===== src/rtl/refclk_tick_gen_pkg.sv =====
// Shared clock-block helpers: rate-select encoding, clog2 and phase increment.
package refclk_tick_gen_pkg;

  typedef enum logic [1:0] {
    RATE_SEL_0 = 2'd0,
    RATE_SEL_1 = 2'd1,
    RATE_SEL_2 = 2'd2,
    RATE_SEL_3 = 2'd3
  } rate_sel_e;

  localparam int NUM_RATES = 4;

  function automatic int clog2(input longint n);
    int w;
    w = 0;
    for (int i = 0; i < 62; i++)
      if ((longint'(1) << i) < n) w = i + 1;
    return w;
  endfunction

  // Width able to hold 0..n-1, never narrower than one bit.
  function automatic int cnt_w(input longint n);
    return (clog2(n) < 1) ? 1 : clog2(n);
  endfunction

  function automatic longint phase_inc(input int acc_w, input longint rate_hz,
                                       input longint ref_hz);
    return ((longint'(1) << acc_w) * rate_hz) / ref_hz;
  endfunction

endpackage


===== src/rtl/refclk_tick_gen_if.sv =====
// Control/strobe bundle of the reference-clock tick generator.
interface refclk_tick_gen_if;
  import refclk_tick_gen_pkg::*;

  logic      i_en;
  logic      i_refclk;
  rate_sel_e i_rate_sel;
  logic      i_sync_clear;
  logic      o_ref_tick;
  logic      o_tick_1hz;
  logic      o_set_tick;
  logic      o_refclk_lost;

  modport master (
    output i_en, i_refclk, i_rate_sel, i_sync_clear,
    input  o_ref_tick, o_tick_1hz, o_set_tick, o_refclk_lost
  );

  modport slave (
    input  i_en, i_refclk, i_rate_sel, i_sync_clear,
    output o_ref_tick, o_tick_1hz, o_set_tick, o_refclk_lost
  );

endinterface


===== src/rtl/refclk_tick_gen_phase_accum.sv =====
// Modulo-2^ACC_W phase accumulator; carry strobes when a step wraps it.
module phase_accum #(
  parameter int ACC_W = 30
) (
  input  logic             i_clk,
  input  logic             i_reset_n,
  input  logic             en,
  input  logic             clr,
  input  logic             step,
  input  logic [ACC_W-1:0] inc,
  output logic             carry
);

  logic [ACC_W-1:0] acc_q;
  logic [ACC_W:0]   sum;

  assign sum   = {1'b0, acc_q} + {1'b0, inc};
  // A clearing cycle drops both the add and its carry.
  assign carry = en & step & ~clr & sum[ACC_W];

  always_ff @(posedge i_clk) begin
    if (!i_reset_n)   acc_q <= '0;
    else if (en) begin
      if (clr)        acc_q <= '0;
      else if (step)  acc_q <= sum[ACC_W-1:0];
    end
  end

endmodule


===== src/rtl/refclk_tick_gen.sv =====
// Reference-clock tick generator: sync + edge detect, 1 Hz divider, rate
// strobe via phase accumulator, and loss watchdog with substitute ticks.
module refclk_tick_gen
  import refclk_tick_gen_pkg::*;
#(
  parameter int REF_CLK_HZ   = 32768,
  parameter int SYNC_STAGES  = 2,
  parameter int RATE0_HZ     = 1,
  parameter int RATE1_HZ     = 2,
  parameter int RATE2_HZ     = 5,
  parameter int RATE3_HZ     = 10,
  parameter int ACC_W        = 30,
  parameter int LOSS_CYCLES  = 4096,
  parameter int FALLBACK_DIV = 305
) (
  input logic         i_clk,
  input logic         i_reset_n,
  refclk_tick_gen_if.slave bus
);

  localparam int CNT_W = cnt_w(REF_CLK_HZ);
  localparam int WD_W  = cnt_w(LOSS_CYCLES + 1);
  localparam int FB_W  = cnt_w(FALLBACK_DIV);

  localparam logic [CNT_W-1:0] SEC_LAST = CNT_W'(REF_CLK_HZ - 1);
  localparam logic [WD_W-1:0]  WD_MAX   = WD_W'(LOSS_CYCLES);
  localparam logic [FB_W-1:0]  FB_LAST  = FB_W'(FALLBACK_DIV - 1);

  localparam logic [NUM_RATES-1:0][ACC_W-1:0] INC = {
    ACC_W'(phase_inc(ACC_W, RATE3_HZ, REF_CLK_HZ)),
    ACC_W'(phase_inc(ACC_W, RATE2_HZ, REF_CLK_HZ)),
    ACC_W'(phase_inc(ACC_W, RATE1_HZ, REF_CLK_HZ)),
    ACC_W'(phase_inc(ACC_W, RATE0_HZ, REF_CLK_HZ))
  };

  logic                   en, act;
  logic [SYNC_STAGES-1:0] sync_q;
  logic                   dly_q;
  logic                   real_tick, sub_tick, ref_tick;
  logic [WD_W-1:0]        wd_cnt;
  logic [FB_W-1:0]        fb_cnt;
  logic                   lost_q;
  logic [CNT_W-1:0]       sec_cnt;
  logic                   clr, tick_1hz;
  rate_sel_e              rate_q;
  logic                   rate_chg, set_tick;

  assign en  = bus.i_en;
  // Strobes are also masked in the reset cycle so nothing escapes from stale state.
  assign act = en & i_reset_n;
  assign clr = bus.i_sync_clear;

  always_ff @(posedge i_clk) begin
    if (!i_reset_n) begin
      sync_q <= '0;
      dly_q  <= 1'b0;
    end else if (en) begin
      sync_q <= {sync_q[SYNC_STAGES-2:0], bus.i_refclk};
      dly_q  <= sync_q[SYNC_STAGES-1];
    end
  end

  assign real_tick = act & sync_q[SYNC_STAGES-1] & ~dly_q;
  assign sub_tick  = act & lost_q & ~real_tick & (fb_cnt == FB_LAST);
  assign ref_tick  = real_tick | sub_tick;

  always_ff @(posedge i_clk) begin
    if (!i_reset_n) begin
      wd_cnt <= '0;
      fb_cnt <= '0;
      lost_q <= 1'b0;
    end else if (en) begin
      if (real_tick) begin
        wd_cnt <= '0;
        fb_cnt <= '0;
        lost_q <= 1'b0;
      end else begin
        if (wd_cnt != WD_MAX) wd_cnt <= wd_cnt + WD_W'(1);
        else                  lost_q <= 1'b1;
        if (lost_q) fb_cnt <= (fb_cnt == FB_LAST) ? '0 : fb_cnt + FB_W'(1);
      end
    end
  end

  assign tick_1hz = ref_tick & ~clr & (sec_cnt == SEC_LAST);

  always_ff @(posedge i_clk) begin
    if (!i_reset_n)    sec_cnt <= '0;
    else if (en) begin
      if (clr)           sec_cnt <= '0;
      else if (ref_tick) sec_cnt <= (sec_cnt == SEC_LAST) ? '0 : sec_cnt + CNT_W'(1);
    end
  end

  always_ff @(posedge i_clk) begin
    if (!i_reset_n) rate_q <= RATE_SEL_0;
    else if (en)    rate_q <= bus.i_rate_sel;
  end

  assign rate_chg = (bus.i_rate_sel != rate_q);

  phase_accum #(.ACC_W(ACC_W)) u_accum (
    .i_clk     (i_clk),
    .i_reset_n (i_reset_n),
    .en        (en),
    .clr       (clr | rate_chg),
    .step      (ref_tick),
    .inc       (INC[bus.i_rate_sel]),
    .carry     (set_tick)
  );

  assign bus.o_ref_tick    = ref_tick;
  assign bus.o_tick_1hz    = tick_1hz;
  assign bus.o_set_tick    = set_tick;
  assign bus.o_refclk_lost = lost_q;

endmodule


===== src/flat_wrapper.sv =====
// flat-port wrapper written by rule: the top's interface ports become plain ports
module refclk_tick_gen_flat import refclk_tick_gen_pkg::*;
#(
  parameter int REF_CLK_HZ   = 32768,
  parameter int SYNC_STAGES  = 2,
  parameter int RATE0_HZ     = 1,
  parameter int RATE1_HZ     = 2,
  parameter int RATE2_HZ     = 5,
  parameter int RATE3_HZ     = 10,
  parameter int ACC_W        = 30,
  parameter int LOSS_CYCLES  = 4096,
  parameter int FALLBACK_DIV = 305
)
  (i_clk, i_reset_n, bus_i_en, bus_i_refclk, bus_i_rate_sel, bus_i_sync_clear, bus_o_ref_tick, bus_o_tick_1hz, bus_o_set_tick, bus_o_refclk_lost);
  refclk_tick_gen_if bus_i ();
  input logic i_clk;
  input logic i_reset_n;
  input wire logic [$bits(bus_i.i_en)-1:0] bus_i_en;
  input wire logic [$bits(bus_i.i_refclk)-1:0] bus_i_refclk;
  input wire logic [$bits(bus_i.i_rate_sel)-1:0] bus_i_rate_sel;
  input wire logic [$bits(bus_i.i_sync_clear)-1:0] bus_i_sync_clear;
  output wire logic [$bits(bus_i.o_ref_tick)-1:0] bus_o_ref_tick;
  output wire logic [$bits(bus_i.o_tick_1hz)-1:0] bus_o_tick_1hz;
  output wire logic [$bits(bus_i.o_set_tick)-1:0] bus_o_set_tick;
  output wire logic [$bits(bus_i.o_refclk_lost)-1:0] bus_o_refclk_lost;
  assign bus_i.i_en = bus_i_en;
  assign bus_i.i_refclk = bus_i_refclk;
  assign bus_i.i_rate_sel = bus_i_rate_sel;
  assign bus_i.i_sync_clear = bus_i_sync_clear;
  assign bus_o_ref_tick = bus_i.o_ref_tick;
  assign bus_o_tick_1hz = bus_i.o_tick_1hz;
  assign bus_o_set_tick = bus_i.o_set_tick;
  assign bus_o_refclk_lost = bus_i.o_refclk_lost;
  refclk_tick_gen #(.REF_CLK_HZ(REF_CLK_HZ), .SYNC_STAGES(SYNC_STAGES), .RATE0_HZ(RATE0_HZ), .RATE1_HZ(RATE1_HZ), .RATE2_HZ(RATE2_HZ), .RATE3_HZ(RATE3_HZ), .ACC_W(ACC_W), .LOSS_CYCLES(LOSS_CYCLES), .FALLBACK_DIV(FALLBACK_DIV)) u_core (.i_clk(i_clk), .i_reset_n(i_reset_n), .bus(bus_i));
endmodule

===== config.mk =====
export PLATFORM = sky130hd
export DESIGN_NAME = refclk_tick_gen_flat
export DESIGN_NICKNAME = d
export VERILOG_FILES = /design/src/rtl/refclk_tick_gen_pkg.sv /design/src/rtl/refclk_tick_gen_if.sv /design/src/rtl/refclk_tick_gen_phase_accum.sv /design/src/rtl/refclk_tick_gen.sv /design/src/flat_wrapper.sv
export SDC_FILE = /design/constraint.sdc
export NUM_CORES = 1
export LEC_CHECK = 0
export CAP_MARGIN = 20
export CELL_PAD_IN_SITES_DETAIL_PLACEMENT = 1
export CELL_PAD_IN_SITES_GLOBAL_PLACEMENT = 1
export CORE_MARGIN = 2
export CORE_UTILIZATION = 50
export CTS_CLUSTER_SIZE = 8
export DETAILED_ROUTE_END_ITERATION = 6
export MAX_ROUTING_LAYER = met4
export PLACE_DENSITY = 0.91
export SLEW_MARGIN = 20
export SYNTH_ARGS = -nofsm -noshare
export SYNTH_HDL_FRONTEND = slang
export SYNTH_SLANG_ARGS = --single-unit
export TNS_END_PERCENT = 20

===== constraint.sdc =====
create_clock -name i_clk -period 4.03 [get_ports i_clk]
set_input_delay 0.403 -clock i_clk [delete_from_list [all_inputs] [get_ports i_clk]]
set_output_delay 0.403 -clock i_clk [all_outputs]
set_load 0.02 [all_outputs]

**Word level (Yosys, flattened, before mapping)**

Index checks and enable logic that the tools add are counted.

- Add/subtract/negate cells: 4
- $lt $le $gt $ge: 1
- Equality and inequality tests: 5
- Muxes and demuxes: 14
- Bitwise operators: 17
- Reductions and logical operators: 9

Operators with widths:

| operator | number |
|---|---|
| $mux 30 | 3 |
| $bmux 30 s2 | 1 |
| $mux 15 | 3 |
| $add 30x30->31 | 1 |
| $mux 9 | 3 |
| $mux 13 | 2 |
| $add 15x1->15 const B | 1 |
| $eq 15x15->1 const B | 1 |
| $add 13x1->13 const B | 1 |
| $ne 13x13->1 const B | 1 |
| $and 1x1->1 | 11 |
| $reduce_and 2->1 | 5 |
| $add 9x1->9 const B | 1 |
| $eq 9x9->1 const B | 1 |
| $reduce_bool 2->1 | 4 |
| $not 1->1 | 4 |
| $lt 2x3->1 const B | 1 |
| $mux 1 | 2 |
| $ne 2x1->1 const B | 1 |
| $ne 2x2->1 | 1 |
| $or 1x1->1 | 2 |

- Register bits after elaboration: 73
- Input bits: 7
- Output and inout bits: 4

**Logic depth before layout (Yosys ltp)**

Gate-level depths: netlist of the first run.

- Depth in word-level cells: 10
- Mapped depth: 9
- Depth with buffers taken out: 8

**Hierarchy**

From an unflattened synthesis of the first run, not the netlist that was laid out.

- Cells, all modules: 610
- Area total of the unflattened synthesis: 4958.5 µm²

By module, submodules not included:

| module | instances | cells each | area each (µm²) |
|---|---|---|---|
| phase_accum | 1 | 347 | 2737.6 |
| refclk_tick_gen | 1 | 263 | 2220.9 |

**Worst setup path before layout of the first run**

No wires, ideal clock.

- Path kind: reg-to-output
- Start point: register u_core.fb_cnt[3]
- End point: output port bus_o_set_tick
- Arrival: 1.940 ns
- Data required time: 3.627 ns
- Path slack: 1.687 ns
- Stages on the path, launching flop included: 6
- Path buffers: 0
- Cell sequence: dfxtp_1 > or4b_4 > or3_4 > a21oi_4 > nand2_2 > nor2_1

- Cells in the longest elaborated chain, start to end: 6

RTL lines:

| element | line | text |
|---|---|---|
| from (decl) | refclk_tick_gen.sv:41 | `logic [FB_W-1:0] fb_cnt;` |
| from (signal assigned) | refclk_tick_gen.sv:80 | `if (lost_q) fb_cnt <= (fb_cnt == FB_LAST) ? '0 : fb_cnt + FB_W'(1);` |
| $eq 9x9->1 | refclk_tick_gen.sv:64 | `assign sub_tick = act & lost_q & ~real_tick & (fb_cnt == FB_LAST);` |
| $and 1x1->1 | refclk_tick_gen.sv:64 |  |
| $or 1x1->1 | refclk_tick_gen.sv:65 | `assign ref_tick = real_tick \| sub_tick;` |
| $and 1x1->1 (3 in series) | refclk_tick_gen_phase_accum.sv:19 | `assign carry = en & step & ~clr & sum[ACC_W];` |
| to (decl) | flat_wrapper.sv:24 | `output wire logic [$bits(bus_i.o_set_tick)-1:0] bus_o_set_tick;` |

Every way passes these cells.

**Worst setup path in the final report of the first run**

Same ends and word-level chain as after synthesis.

==> results of run 1 <==
[worst reg2reg max path, cell delays in order, from the launching register on]
cell and delay, ps:
dfxtp_1 360, or4b_4 600, or3_4 440, a21oi_4 430, nand2_2 120, o41ai_1 360
[cells in the final DEF (no fill, tap or decap), drive strengths merged, types with 3 or more instances in the layout]
cell	instances
a21oi	11
a22oi	4
a31oi	10
a41oi	3
and3	6
buf	5
clkbuf	11
clkdlybuf4s50	10
clkinv	3
dfxtp	58
ha	9
inv	13
mux2i	7
nand2	30
nand3	20
nand4	9
nor2	44
nor2b	14
nor3	13
nor4	4
o2111ai	8
o211ai	3
o21ai	13
or3	5
or4	3
xnor2	10
xor2	22
[cells in the mapped netlist, types with 3 or more instances]
master	instances	share of area, %
nand4_1	9	1.9
dfxtp_1	58	38
xor2_1	22	6.3
inv_1	13	1.6
a22oi_1	4	0.99
o2111ai_1	7	2.0
and3_1	6	1.2
nand2_1	29	3.6
clkbuf_1	8	0.99
o21ai_0	13	2.1
nor2_1	44	5.4
xnor2_1	10	2.9
nor2b_1	14	2.9
a41oi_1	3	0.87
nand3_1	20	3.3
ha_1	9	3.7
nor3_1	12	2.0
o211ai_1	3	0.74
or3_1	4	0.82
mux2i_1	7	2.3
a31oi_1	10	2.1
a21oi_1	10	1.6
nor4_1	4	0.82
or4_1	3	0.74
[area by class of cell]
cell class	instances	share of cell area, %
clock buffer	11	4.173
tap	75	2.770
multi-input combinational	276	52.40
timing repair buffer	15	4.062
clock inverter	5	0.8863
inverter	13	1.440
sequential	58	34.27
[worst paths after layout]
path	startpoint	to	slack, ps	depth (start not counted)
setup / recovery	u_core.fb_cnt[3]	bus_o_set_tick	590	6
hold / removal	u_core.u_accum.acc_q[27]	u_core.u_accum.acc_q[27]	480	1
setup reg to reg	u_core.fb_cnt[3]	u_core.u_accum.acc_q[24]	1610	5
hold reg to reg	u_core.u_accum.acc_q[27]	u_core.u_accum.acc_q[27]	480	1
[stage by stage]
step,setup slack [ps],instances
finish,594.7,453
global route,513.8,453
CTS,574.5,453
detailed placement,707.4,437
global placement,821.1,437
floorplan,1687,359
[state kept, by name, indices dropped and copies added (netlist names)]
register                  cells
u_core.sync_q                 2
u_core.bus.o_refclk_lost      1
u_core.rate_q                 2
u_core.wd_cnt                13
u_core.u_accum.acc_q         15
u_core.sec_cnt               15
u_core.dly_q                  1
u_core.fb_cnt                 9
[routing by layer]
metal  vias up  GRT usage, %
met3        11         4.505
met1      1321         31.35
li1       1322             -
met5         -             -
met4         0         10.83
met2        36         42.20
[logic make-up (layout without fill, tap and decap cells)]
group,after synthesis,count (layout),synth area share (%)
AND/OR/NAND/NOR,161,161,27.36
AO/OA/AOI/OAI,66,66,15.20
flip-flops,58,58,38.24
XOR/XNOR,32,32,9.229
buffers and inverters,25,44,3.296
adder cells (fa/ha/maj),10,10,4.368
multiplexers,7,7,2.307
[power breakdown]
group | internal (mW) | switching, mW | total [mW] | leakage, nW
clock network | 0.236 | 0.250 | 0.486 | 0.0851
registers | 0.577 | 0.00443 | 0.582 | 0.468
logic | 0.0230 | 0.0385 | 0.0615 | 0.624
total | 0.836 | 0.293 | 1.13 | 1.18
==> flow_metrics.tcl, run 1 <==
set metrics [dict create \
    status "finished clean" \
    ys.flop_type "dfxtp_1" \
    finalHoldViolCount 0 \
    crit_type "register to output port" \
    cts_root_buf "clkbuf_8" \
    synthCells 359 \
    clkTransAtPathRegs_ps 70 \
    ys_seq_elements 58 \
    period_needed_ps 3435 \
    critical_path_arrival_ps 3030 \
    worstPathRequired_ps 3630 \
    num_vias 2690 \
    synth_cell_types 51 \
    n_antenna_cell 0 \
    finalPower_mw 1.129 \
    syn_to_final_growth_pct 11.58 \
    drc 0 \
    fin_setup_tns_ps 0 \
    hold_path.class "register to register" \
    crit_fanout 16 \
    viasPerCell 5.938 \
    fin_crit_sh_pct 85.24 \
    grt_overflow 0 \
    maxCapViolCount 0 \
    h-tree-depth 3 \
    fin_nets 390 \
    cts_tree "built" \
    ctsHoldBuffers 0 \
    cts_sinks 58 \
    cts_resized 0 \
    die_height_um 81.93 \
    avgSynthCellArea_um2 8.459 \
    synth_edf_count 0 \
    post-cts-setup-buffers 0 \
    wl_met2_um 3729 \
    slew_headroom_pct 62.87 \
    p_leak_nw 1.178 \
    initial_utilization_pct 51.59 \
    track_usage_pct 25.80 \
    seqCellArea_um2 1161 \
    setup_violations 0 \
    design_area_um2 3388 \
    rows 28 \
    globalplace.congestion 0.7830 \
    yosysSeqAreaShare_pct 38.24 \
    crit_slowest_cell "clkdlybuf4s50_1" \
    multi_input_area_um2 1775 \
    routed.top_layer "met4" \
    core_area_um2 5886 \
    drt-initial-drc-count 134 \
    vdd_drop_max_mv 0.1934 \
    worst_slew_pin_slew_ps 549.6 \
    cts_buffer_depth 2 \
    postSynth.asyncResetShare_pct 0 \
    synth_area_um2 3037 \
    grt_max_degree 25 \
    cts_buffers 9 \
    drv_slew 0 \
    place_area_um2 3217 \
    power.density_nw_per_um2 333.2 \
    cp-end-kind "output port" \
    dpl.hpwl_um 5222 \
    ioPinCount 11 \
    met1Wirelength_um 3569 \
    die_width_um 81.93 \
    path_buf_inv 1 \
    drive_above_1_share_pct 7.143 \
    fmax_ghz 0.2911 \
    antenna_found_initial 0 \
    rsz0062_at_grt "no" \
    wl_met3_um 176 \
    routed_wl_um 7588 \
    port_buffers 10 \
    dieArea_um2 6713 \
    startpoint_type "register" \
    crit_chain "or4b_4 -> or3_4 -> a21oi_4 -> nand2_2 -> nor2_1 -> clkdlybuf4s50_1" \
    antenna_left 0 \
    fin_util_pct 57.57 \
    synth.net_count 376 \
    clk_latency_ps 350 \
    crit_path_max_incr_delay_ps 600 \
    finalClockSkew_ps 9.395 \
    grt_pass1_vias 2743 \
    grt_pass1_wl_um 12920 \
    wire_per_inst_um 16.75 \
    cp_top_family "simple AND/OR/NAND/NOR gates" \
    hold_ws_ps 480.6 \
    yosys_warnings 0 \
    drt-pass1-iter-count 4 \
    fill_cells 724 \
]
Power figures use the tool's default switching activity.
==> run 2: changes to the inputs <==
Settings changed: SETUP_SLACK_MARGIN set to 0.4.
==> results of run 2 <==
Final layout, timing and power as in run 1 (identical DEF).
==> run 3: changes to the inputs <==
Settings changed: CORE_UTILIZATION 50 to 42, GPL_TIMING_DRIVEN set to 0, PLACE_DENSITY 0.91 to 0.83.
Clock period 4.03 ns to 3.04 ns, I/O delays scaled along.
==> run 3 against run 2 <==
Die area rose by 18%. Clock power rose by 34%. Clock skew barely moved. First-iteration DRC count fell by 22%. Non-clock buffer count rose by 8. Final area rose by 1.6%. Setup slack got worse by 160 ps. Critical endpoint unchanged. Clock-buffer cell count fell by 1. Critical path type unchanged. Sequential cell count did not move. Via count rose by 0.74%. Combinational power rose by 32%.
==> flow_metrics.tcl, run 3 (same netlist as run 1, synthesis figures left out) <==
set metrics [dict create \
    status "finished clean" \
    period_needed_ps 2601 \
    p_leak_nw 1.212 \
    track_usage_pct 22.58 \
    drt-pass1-iter-count 4 \
    cp-end-kind "output port" \
    cts_tree "built" \
    worst_slew_pin_slew_ps 625.5 \
    ctsHoldBuffers 0 \
    num_vias 2710 \
    slew_headroom_pct 58.30 \
    layout_common_cells "dfxtp_1, nor2_1, nand2_1" \
    power.density_nw_per_um2 436.6 \
    finalHoldViolCount 0 \
    ioPinCount 11 \
    worstPathRequired_ps 2740 \
    fmax_ghz 0.3844 \
    fin_crit_sh_pct 85.56 \
    viasPerCell 5.622 \
    critical_path_arrival_ps 2300 \
    cts_buffer_depth 2 \
    crit_type "register to output port" \
    drc 0 \
    fin_nets 398 \
    core_area_um2 6907 \
    vdd_drop_max_mv 0.1971 \
    cts_root_buf "clkbuf_8" \
    rows 30 \
    wire_per_inst_um 16.21 \
    clk_latency_ps 350 \
    fill_cells 876 \
    routed.top_layer "met4" \
    worstReg2RegStart "u_core.fb_cnt[3]" \
    hold_path_depth 3 \
    startpoint_type "register" \
    worstRegToRegCells 7 \
    drv_slew 0 \
    hold_path.class "input pin to register" \
    met1Wirelength_um 3573 \
    initial_utilization_pct 43.97 \
    port_buffers 8 \
    wl_met2_um 3901 \
    routed_wl_um 7813 \
    grt_pass1_vias 2845 \
    grt_pass1_wl_um 13390 \
    dieArea_um2 7926 \
    drt-initial-drc-count 104 \
    grt_overflow 0 \
    antenna_left 0 \
    largest_registers "u_core.sec_cnt (15), u_core.u_accum.acc_q (15), u_core.wd_cnt (13)" \
    finalClockSkew_ps 9.246 \
    fin_util_pct 49.82 \
    globalplace.congestion 0.8705 \
    r2r_slack_ps 770 \
    n_antenna_cell 0 \
    h-tree-depth 3 \
    dpl.hpwl_um 5391 \
    wl_met3_um 212 \
    die_height_um 89.03 \
    whs_endpoint "u_core.sec_cnt[12]" \
    crit_fanout 5 \
    final_common_cell "dfxtp_1" \
    antenna_found_initial 0 \
    rsz0062_at_grt "yes" \
    min_from "i_reset_n" \
    place_inst 463 \
    fin_cells 482 \
    die_width_um 89.03 \
    cts_buffers 9 \
    syn_to_final_growth_pct 13.31 \
    clkTransAtPathRegs_ps 70 \
    maxCapViolCount 0 \
    grt_max_degree 12 \
    rr_endpoint "u_core.u_accum.acc_q[21]" \
    setup_violations 0 \
    finalPower_mw 1.502 \
    drive_above_1_share_pct 8.290 \
    cts_sinks 58 \
]
run 3: how the worst max path moves through the flow:
stage | from | to | cells past startpoint | slack, ps
CTS | u_core.fb_cnt[3] | bus_o_set_tick | 6 | 270
detailed placement | bus_i_rate_sel[0] | bus_o_set_tick | 8 | -340
global route | u_core.fb_cnt[3] | bus_o_set_tick | 6 | 340
finish | u_core.fb_cnt[3] | bus_o_set_tick | 6 | 440
global placement | bus_i_rate_sel[0] | bus_o_set_tick | 8 | -210
floorplan | u_core.fb_cnt[3] | bus_o_set_tick | 5 | 800
run 3: critical path: stages (launching register included):
cell	delay, ps
dfxtp_1	360
or4b_4	590
or3_4	460
a21oi_4	170
nand2_2	100
nor2_1	100
clkbuf_2	170
run 3: stage by stage:
step	area, µm²	setup slack (ps)	TNS (ps)	hold slack, ps
2_1_floorplan	3037	796.3	0	439.0
3_3_place_gp	3237	-205.1	-205.1	461.4
3_5_place_dp	3237	-337.7	-337.7	482.6
4_1_cts	3442	271.3	0	363.6
5_1_grt	3441	341.4	0	388.3
6_report	3441	438.9	0	371.2
run 3: layout make-up:
class	count	area (µm²)	area share (%)
multi-input cells	276	1782	51.78
flip-flops and latches	58	1161	33.75
clock buffers	10	137.6	4.000
well taps	96	120.1	3.491
repair buffers	11	98.84	2.873
plain buffers	12	51.30	1.491
inverters	13	48.80	1.418
clock inverters	6	41.29	1.200
run 3: where the power goes:
| part | total [mW] | internal, mW | switching [mW] |
|---|---|---|---|
| clock network | 0.650 | 0.317 | 0.333 |
| logic | 0.0812 | 0.0293 | 0.0519 |
| registers | 0.771 | 0.765 | 0.00617 |
run 3: repair_timing:
action | CTS | global route
buffers inserted | 3 | 0
gates resized for setup | 4 | 3
setup endpoints to repair | 3 | 2
pin swaps | 3 | 1
run 3: per-layer routing:
layer  vias to the layer above  global-route usage (%)
met5                         -                       -
met4                         0                   7.598
met3                        13                   6.371
met2                        25                   37.11
met1                      1335                   26.66
li1                       1337                       -
